[src/rtl/hazard_fwd_ctrl.sv]
// hazard_fwd_ctrl: operand forwarding select, load-use hazard detection,
// multi-cycle EX op stall sequencing and a saturating stall-cycle counter.
// Forwarding and hazard outputs are combinational so the pipeline reacts in
// the same cycle. Every output is forced low while rst_n is asserted.
module hazard_fwd_ctrl #(
  parameter int REG_AW     = 5,
  parameter int N_STAGES   = 2,
  parameter int MC_LATENCY = 4,
  parameter int CNT_W      = 16,
  localparam int SEL_W     = $clog2(N_STAGES + 1)
) (
  input  logic                       clk,
  input  logic                       rst_n,
  input  logic [REG_AW-1:0]          ifid_rs,
  input  logic [REG_AW-1:0]          ifid_rt,
  input  logic [REG_AW-1:0]          idex_rs,
  input  logic [REG_AW-1:0]          idex_rt,
  input  logic                       idex_memread,
  input  logic [REG_AW-1:0]          idex_rd,
  input  logic [N_STAGES-1:0]        fwd_we,
  input  logic [N_STAGES*REG_AW-1:0] fwd_rd,
  input  logic                       mc_start,
  input  logic                       stall_cnt_clr,
  output logic [SEL_W-1:0]           fwd_a,
  output logic [SEL_W-1:0]           fwd_b,
  output logic                       stall_if_id,
  output logic                       flush_idex,
  output logic                       hold_ex,
  output logic                       bubble_exmem,
  output logic                       mc_busy,
  output logic [CNT_W-1:0]           stall_cnt
);

  // The multi-cycle latency never exceeds 255, so 8 bits always suffice.
  localparam int MC_CNT_W = 8;
  localparam logic [MC_CNT_W-1:0] MC_BUSY_LEN = MC_CNT_W'(MC_LATENCY - 2);

  typedef enum logic {
    ST_RUN     = 1'b0,
    ST_MC_BUSY = 1'b1
  } state_t;

  state_t              r_state;
  logic [MC_CNT_W-1:0] r_mc_cnt;
  logic [CNT_W-1:0]    r_stall_cnt;

  logic [SEL_W-1:0] w_sel_a;
  logic [SEL_W-1:0] w_sel_b;
  logic             w_load_use;
  logic             w_busy;
  logic             w_stall;
  logic             w_hold;
  logic             w_flush;

  // Forwarding select: scan oldest to youngest so the youngest match wins.
  always_comb begin
    // NOTE: every always_comb output gets a default first so no path can infer a latch.
    w_sel_a = '0;
    w_sel_b = '0;
    for (int k = N_STAGES - 1; k >= 0; k--) begin
      if (fwd_we[k] && (fwd_rd[k*REG_AW +: REG_AW] != '0)) begin
        if (fwd_rd[k*REG_AW +: REG_AW] == idex_rs) w_sel_a = SEL_W'(k + 1);
        if (fwd_rd[k*REG_AW +: REG_AW] == idex_rt) w_sel_b = SEL_W'(k + 1);
      end
    end
  end

  assign w_load_use = idex_memread && (idex_rd != '0) &&
                      ((idex_rd == ifid_rs) || (idex_rd == ifid_rt));

  // A busy multi-cycle op masks both new mc_start and load-use requests;
  // mc_start outranks load-use when both arrive in RUN.
  assign w_busy  = (r_state == ST_MC_BUSY);
  assign w_hold  = w_busy || mc_start;
  assign w_flush = !w_busy && !mc_start && w_load_use;
  assign w_stall = w_hold || w_flush;

  assign fwd_a        = rst_n ? w_sel_a : '0;
  assign fwd_b        = rst_n ? w_sel_b : '0;
  assign stall_if_id  = rst_n && w_stall;
  assign flush_idex   = rst_n && w_flush;
  assign hold_ex      = rst_n && w_hold;
  assign bubble_exmem = rst_n && w_hold;
  assign mc_busy      = rst_n && w_busy;
  assign stall_cnt    = r_stall_cnt;

  // Multi-cycle sequencer: MC_BUSY lasts MC_LATENCY-2 cycles after the start cycle.
  always_ff @(posedge clk or negedge rst_n) begin
    if (!rst_n) begin
      // NOTE: sequential state uses non-blocking assignments so all flops update together.
      r_state  <= ST_RUN;
      r_mc_cnt <= '0;
    end else begin
      unique case (r_state)
        ST_RUN: begin
          if (mc_start && (MC_LATENCY > 2)) begin
            r_state  <= ST_MC_BUSY;
            r_mc_cnt <= MC_BUSY_LEN;
          end
        end
        ST_MC_BUSY: begin
          r_mc_cnt <= r_mc_cnt - 1'b1;
          if (r_mc_cnt <= MC_CNT_W'(1)) r_state <= ST_RUN;
        end
        default: r_state <= ST_RUN;
      endcase
    end
  end

  // Saturating stall-cycle counter; a clear request beats an increment.
  always_ff @(posedge clk or negedge rst_n) begin
    if (!rst_n) begin
      r_stall_cnt <= '0;
    end else if (stall_cnt_clr) begin
      r_stall_cnt <= '0;
    end else if (w_stall && (r_stall_cnt != '1)) begin
      r_stall_cnt <= r_stall_cnt + 1'b1;
    end
  end

endmodule

[config.mk]
export PLATFORM = sky130hd
export DESIGN_NAME = hazard_fwd_ctrl
export DESIGN_NICKNAME = d
export VERILOG_FILES = /design/src/rtl/hazard_fwd_ctrl.sv
export SDC_FILE = /design/constraint.sdc
export NUM_CORES = 1
export LEC_CHECK = 0
export ABC_CLOCK_PERIOD_IN_PS = 2300
export BUFFER_PORTS_ARGS = -buffer_cell sky130_fd_sc_hd__buf_2
export CAP_MARGIN = 20
export CORE_MARGIN = 4
export CORE_UTILIZATION = 45
export CTS_BUF_LIST = sky130_fd_sc_hd__clkbuf_4
export CTS_CLUSTER_DIAMETER = 50
export DETAILED_ROUTE_END_ITERATION = 7
export PLACE_DENSITY = 0.73
export SLEW_MARGIN = 0
export SYNTH_ARGS = -nofsm -noshare
export SYNTH_HDL_FRONTEND = slang
export SYNTH_SLANG_ARGS = --single-unit
[constraint.sdc]
create_clock -name clk -period 2.3 [get_ports clk]
set_input_delay 0.23 -clock clk [delete_from_list [all_inputs] [get_ports clk]]
set_output_delay 0.23 -clock clk [all_outputs]
set_load 0.01 [all_outputs]
Word-level counts from Yosys, hierarchy flattened
Index checks and enable logic that the tools add are counted.
- multiplexer cells: 17
- add/subtract/negate cells: 2
- reductions and logical operators: 20
- eq/ne operators: 8
- bitwise logic cells: 1
- magnitude comparators: 1
- operators with widths (cell ; number):
    16-bit two-way mux ; 2
    5-bit equality test ; 6
    2-bit two-way mux ; 10
    16-bit by 1-bit adder with 16-bit output (second input constant) ; 1
    16-bit != test (second input constant) ; 1
    8-bit case mux with 2 select lines ; 1
    5-bit nonzero test ; 3
    1-bit logical AND ; 11
    8-bit by 1-bit less-or-equal comparator with 1-bit output (second input constant) ; 1
    8-bit two-way mux ; 1
    8-bit by 1-bit subtractor with 8-bit output (second input constant) ; 1
    1-bit logical OR ; 3
    1-bit logical NOT ; 2
    1-bit two-way mux ; 2
    2-bit != test (second input constant) ; 1
    1-bit case mux with 2 select lines ; 1
    2-bit nonzero test ; 1
    1-bit NOT ; 1
- register bits after elaboration: 25
- bits of input ports: 42

Depth between registers and ports, before layout
Gate-level depths: netlist of the first run.
- depth after elaboration: 8
- gate-level depth with buffers: 8
- gate-level depth less buffers: 7

Worst setup path before layout of the first run
No wires, ideal clock.
- kind: reg2reg
- start: reg r_stall_cnt[0], in the netlist stall_cnt[0]
- end: reg r_stall_cnt[10], in the netlist stall_cnt[10]
- arrival time: 1862 ps
- required time: 2224 ps
- cell stages (with the launch flop): 9
- buffers on the path: 1
- path slack: 362 ps
- library setup time: 76 ps
- path through: dfrtp_1 ha_1 and4_2 nand4_1 and3_4 a21oi_4 buf_6 or3_1 a21oi_2
- word-level cells in the longest chain between the ends: 3
- elaborated cells between the ends (all ways): 6
- classes of those cells: add/sub: 1; eq/ne: 1; mux: 2; reduce/logical: 2
- RTL lines (item ; line ; source):
    from (decl) ; 45 ; logic [CNT_W-1:0] r_stall_cnt;
    from (signal assigned) ; 117 ; r_stall_cnt <= r_stall_cnt + 1'b1;
    16-bit by 1-bit adder with 16-bit output or 16-bit != test (tied branches) ; 117, 116 ;
    16-bit two-way mux or 1-bit logical AND (tied branches) ; 116 ; end else if (w_stall && (r_stall_cnt != '1)) begin
    16-bit two-way mux or 2-bit nonzero test (tied branches) ; n/a ;
Parallel ways exist; a longest one is shown, timed or not. The select of a mux whose other input is x is not followed.
A chain may end at the register's enable or synchronous reset.

Final worst setup path of the first run
- start: in rst_n
- end: out fwd_a[1]
- word-level cells in the longest chain between the ends: 1
- RTL lines (item ; line ; source):
    from (decl) ; 13 ; input logic rst_n,
    2-bit two-way mux ; 78 ; assign fwd_a = rst_n ? w_sel_a : '0;
    to (decl) ; 24 ; output logic [SEL_W-1:0] fwd_a,
No other way between the ends.

==> impl_metrics.json, run 1 <==
{
  "outcome": "finished, final reports clean",
  "place_congestion": 0.794,
  "via_per_inst": 5.37,
  "grtUsageTotal": 0.167,
  "synthToLayoutAreaGrowth_pct": 21.6,
  "wl_per_cell_um": 13.3,
  "grt_pass1_vias": 1614,
  "antenna_found_initial": 0,
  "core_mm2": 0.00400,
  "num_vias": 1724,
  "globalRoute.totalOverflow": 0,
  "dp_hpwl_um": 3360,
  "nNetsFinal": 317,
  "rsz0062_at_grt": "false",
  "tns_ns": 0,
  "start_kind": "primary input",
  "setup_viol": 0,
  "critPathCaptureType": "primary output",
  "slew_headroom": 0.640,
  "synth_cells": 204,
  "cts.htree.levels": 1,
  "drv_cap": 0,
  "boundaryPins": 67,
  "regToRegSetupSlack_ns": 0.23,
  "dieArea_mm2": 0.00524,
  "grt_max_degree": 32,
  "synth_xor_area_frac": 0.155,
  "cp_cell_sequence": "dlygate4sd3_1 -> buf_2 -> o211ai_1 -> or4_1 -> nor4_1 -> buf_2",
  "ctsRootBufferMaster": "clkbuf_4",
  "synth-adder-area-share": 0.0201,
  "synth_top_family_by_area": "simple AND/OR/NAND/NOR gates",
  "clk_pin_slew_ns": 0.13,
  "r2r_end": "stall_cnt[12]",
  "portBuffers": 66,
  "r2r_start": "stall_cnt[0]",
  "cts_tree": "built",
  "cts_resized": 0,
  "pre_cts_slack_ns": 0.179,
  "crit_top_cell": "buf_2",
  "synth_ff_type": "dfrtp_1",
  "async_reset_ff_frac": 1.00,
  "postCtsSetupRepairBufs": 0,
  "synth_area_leaders": "dfrtp_1 34%, xor2_1 8.0%, xnor2_1 7.5%",
  "synth_seq_cells": 25,
  "cp.required_ns": 2.07,
  "yosys_warnings": 0,
  "yosysSeqAreaShare": 0.336,
  "ys_top_cells_by_count": "25 x dfrtp_1, 17 x xor2_1, 16 x xnor2_1",
  "p_per_area_mw_per_mm2": 557,
  "clock_latency_ns": 0.31,
  "finalCriticalPeriod_ns": 2.09,
  "finalNonFillerCells": 321,
  "critical_path_arrival_ns": 1.86,
  "die_w_um": 72.4,
  "cp_slowest_cell": "or4_1",
  "placedCellCount": 316,
  "synth.most_common_cell": "dfrtp_1",
  "ant_nets": 0,
  "die_y_um": 72.4,
  "grt_pass1_wl_um": 7040,
  "cp-endpoint": "fwd_a[1]",
  "yosysTopAreaCell": "dfrtp_1",
  "initial_core_util": 0.466,
  "power.static_leakage_nw": 1.01,
  "post-route-drc-count": 0,
  "synthSimpleGateAreaFrac": 0.290,
  "drv_slew": 0,
  "synthDistinctLibCells": 49,
  "synth_edf_count": 0,
  "worstSetupStartpoint": "rst_n",
  "holdWs_ns": 0.165,
  "ir_drop_v": 0.000549,
  "synth_top_area_share": 0.336,
  "final_util": 0.567,
  "ctsLongestPathBuffers": 2,
  "hold_viol": 0,
  "synth_compound_area_frac": 0.138,
  "skew_ns": 0.00172,
  "finalPower_mw": 1.26,
  "syn_area_mm2": 0.00186,
  "postSynthAreaPerCell_um2": 9.14,
  "dr.pass1.iters": 4,
  "cp_max_fo": 2,
  "drive_above_1_share": 0.347,
  "muxShareOfSynthArea": 0.0315,
  "cts_buffers": 3,
  "fin_area_mm2": 0.00227,
  "critPathMaxStageDelay_ns": 0.53,
  "wl_um": 4260,
  "rows": 23,
  "drt_iter0_drc": 64,
  "post_dp_cell_area_mm2": 0.00223,
  "hold_buffers": 1,
  "synth_nets": 249,
  "tightestPinTransition_ns": 0.532,
  "path_class": "primary input to primary output",
  "worstHoldPathType": "primary input to flop",
  "period_share": 0.909,
  "max_freq_mhz": 478,
  "cts.sinks": 25,
  "antenna_cells": 0,
  "ff2ff_path_depth": 7,
  "worst_slack_ns": 0.209
}
==> power breakdown <==
| group | internal (mW) | total (mW) | switching (mW) | leakage [nW] |
|---|---|---|---|---|
| sequential | 0.526 | 0.622 | 0.0964 | 0.326 |
| clock | 0.0796 | 0.208 | 0.129 | 0.0184 |
| combinational | 0.208 | 0.432 | 0.224 | 0.666 |
==> final cells by class <==
type	count	area [um2]
Sequential cell	25	626
Fill cell	389	1730
Tap cell	50	62.6
Multi-Input combinational cell	170	1180
Clock buffer	4	30.0
Timing Repair Buffer	69	355
Inverter	3	11.3
==> placed cells by master (no fill, tap or decap), drive strengths merged, types with 5 or more instances in the layout <==
cell	count
nor2	9
nor4	6
nand2	15
or3	11
a21oi	13
xnor2	16
or4	7
xor2	17
nor2b	5
dfrtp	25
nand2b	6
nand3	9
o21ai	18
buf	68
==> cells by family (layout without fill, tap and decap cells) <==
logic type	after synthesis	after routing
AO/OA/AOI/OAI	38	38
XOR/XNOR	33	33
buffers and inverters	9	76
AND/OR/NAND/NOR	91	91
flip-flops	25	25
multiplexers	5	5
adder cells (fa/ha/maj)	3	3
==> flip-flops by register name, summed over array words and instances, names as in the netlist <==
name       flops
r_mc_cnt       8
r_state        1
stall_cnt     16
==> how the worst min path moves through the flow <==
stage | from | end | cells past startpoint
4_1_cts | mc_start | r_mc_cnt[3] | 2
5_1_grt | mc_start | r_mc_cnt[3] | 2
3_5_place_dp | rst_n | stall_cnt[7] | 2
2_1_floorplan | rst_n | r_mc_cnt[0] | 0
3_3_place_gp | rst_n | stall_cnt[7] | 2
6_report | mc_start | r_mc_cnt[3] | 2
==> worst max-delay path: cells and delay by family <==
kind                   cells  cell delay [ns]
buffers and inverters      3             0.82
AND/OR/NAND/NOR            2             0.70
AO/OA/AOI/OAI              1             0.11
==> metal layers <==
layer,GRT usage,wire [um]
met1,0.213,1910
met3,0.0346,232
met5,0,0
met4,0.0438,21
met2,0.287,2100
No activity file was read; power rests on OpenSTA's default activity.
==> run 2: changes to the inputs <==
CELL_PAD_IN_SITES_DETAIL_PLACEMENT = 0   (was unset)
CELL_PAD_IN_SITES_GLOBAL_PLACEMENT = 2   (was unset)
CORE_UTILIZATION = 30   (was 45)
PLACE_DENSITY = unset   (was 0.73)
PLACE_DENSITY_LB_ADDON = 0.1   (was unset)
==> impl_metrics.json, run 2 (synthesis gave the netlist of run 1 again) <==
{
  "rows": 28,
  "post-route-drc-count": 0,
  "cts_tree": "built",
  "antenna_cells": 0,
  "multiInputGateArea_mm2": 0.00118,
  "ctsLongestPathBuffers": 2,
  "p_per_area_mw_per_mm2": 552,
  "die_y_um": 86.8,
  "rsz0062_at_grt": "false",
  "fill_cells": 638,
  "grt_max_degree": 32,
  "setup_viol": 0,
  "tightestPinTransition_ns": 0.541,
  "holdPathStages": 2,
  "slew_headroom": 0.639,
  "wl_um": 4830,
  "hold_viol": 0,
  "cts.sinks": 25,
  "core_mm2": 0.00599,
  "worstHoldPathType": "primary input to flop",
  "globalRoute.totalOverflow": 0,
  "num_vias": 1699,
  "antenna_found_initial": 0,
  "grt_pass1_vias": 1660,
  "seq_area_um2": 626,
  "ir_drop_v": 0.000450,
  "grt_pass1_wl_um": 7780,
  "boundaryPins": 67,
  "max_freq_mhz": 462,
  "drv_slew": 0,
  "ant_nets": 0,
  "synthToLayoutAreaGrowth_pct": 24.8,
  "initial_core_util": 0.311,
  "tns_ns": 0,
  "portBuffers": 66,
  "holdWs_ns": 0.165,
  "drv_cap": 0,
  "r2r_start": "stall_cnt[0]",
  "path_class": "primary input to primary output",
  "hp-start": "mc_start",
  "place_congestion": 0.711,
  "cts.htree.levels": 1,
  "mostFrequentLayoutCells": "66 x buf_2, 25 x dfrtp_1, 17 x xor2_1",
  "cp.required_ns": 2.07,
  "nNetsFinal": 321,
  "clk_pin_slew_ns": 0.14,
  "drive_above_1_share": 0.356,
  "finalCriticalPeriod_ns": 2.16,
  "final_common_cell": "buf_2",
  "cp_max_fo": 2,
  "cts_buffers": 3,
  "drt_iter0_drc": 59,
  "die_w_um": 86.8,
  "critPathCaptureType": "primary output",
  "grtUsageTotal": 0.128,
  "wl_per_cell_um": 13.8,
  "start_kind": "primary input",
  "worstSetupStartpoint": "rst_n",
  "via_per_inst": 4.85,
  "r2r_end": "stall_cnt[4]",
  "dp_hpwl_um": 3810,
  "power.static_leakage_nw": 1.03,
  "ctsRootBufferMaster": "clkbuf_4",
  "final_util": 0.388,
  "ff2ff_path_depth": 8,
  "period_share": 0.941,
  "largest_reg_flops": 16,
  "post_dp_cell_area_mm2": 0.00229,
  "fin_area_mm2": 0.00233,
  "cp-endpoint": "fwd_a[1]",
  "clock_latency_ns": 0.33,
  "critical_path_arrival_ns": 1.93,
  "regToRegSetupSlack_ns": 0.27,
  "dieArea_mm2": 0.00754,
  "dr.pass1.iters": 5,
  "skew_ns": 0.0169,
  "outcome": "finished, final reports clean"
}
[run 2: changes by cell type in the layout (fill, tap and decap cells not counted), sizes merged]
cell    change
buf         +4
clkbuf      -1
clkinv      +1
[run 2: metrics by stage]
stage,power (mW),std cells,setup slack (ns)
2_1_floorplan,0.923,204,0.362
3_3_place_gp,1.09,345,0.227
3_5_place_dp,1.09,345,0.232
4_1_cts,1.30,350,0.132
5_1_grt,1.40,350,0.0151
6_report,1.28,350,0.136
[run 2: critical path: stages]
cell           delay, ns
dlygate4sd3_1       0.52
buf_2               0.14
o211ai_1            0.11
or4_1               0.52
nor4_1              0.22
buf_2               0.19
[run 2: report_power, final]
group / internal [mW] / leakage [nW] / switching [mW]
combinational: 0.220 / 0.685 / 0.232
sequential: 0.526 / 0.326 / 0.0986
clock: 0.0652 / 0.0177 / 0.142
[run 2: how the worst min path moves through the flow]
| stage | to | slack (ns) |
|---|---|---|
| 3_3_place_gp | stall_cnt[7] | 0.33 |
| 2_1_floorplan | r_mc_cnt[0] | -0.07 |
| 4_1_cts | r_mc_cnt[2] | 0.15 |
| 6_report | r_mc_cnt[2] | 0.17 |
| 3_5_place_dp | stall_cnt[7] | 0.33 |
| 5_1_grt | r_mc_cnt[3] | 0.16 |
[run 2: area by class of cell]
class,instances,share of cell area
sequential,25,0.269
inverter,3,0.00484
multi-input combinational,170,0.508
clock buffer,3,0.00968
timing repair buffer,73,0.166
tap,75,0.0403
clock inverter,1,0.00215
[run 2: what timing repair did]
| item | in CTS | in global routing |
|---|---|---|
| hold endpoints to repair | 25 | 0 |
| setup buffers | 0 | 0 |
| hold buffers | 1 | 0 |
| resized for setup | 0 | 0 |
[run 2: metal layers]
layer  vias up  share of wire  global-route usage
li1        877              -                   -
met5         -              0                   0
met3         2          0.041              0.0209
met4         0         0.0050              0.0212
met2        35           0.48               0.211
met1       785           0.47               0.180
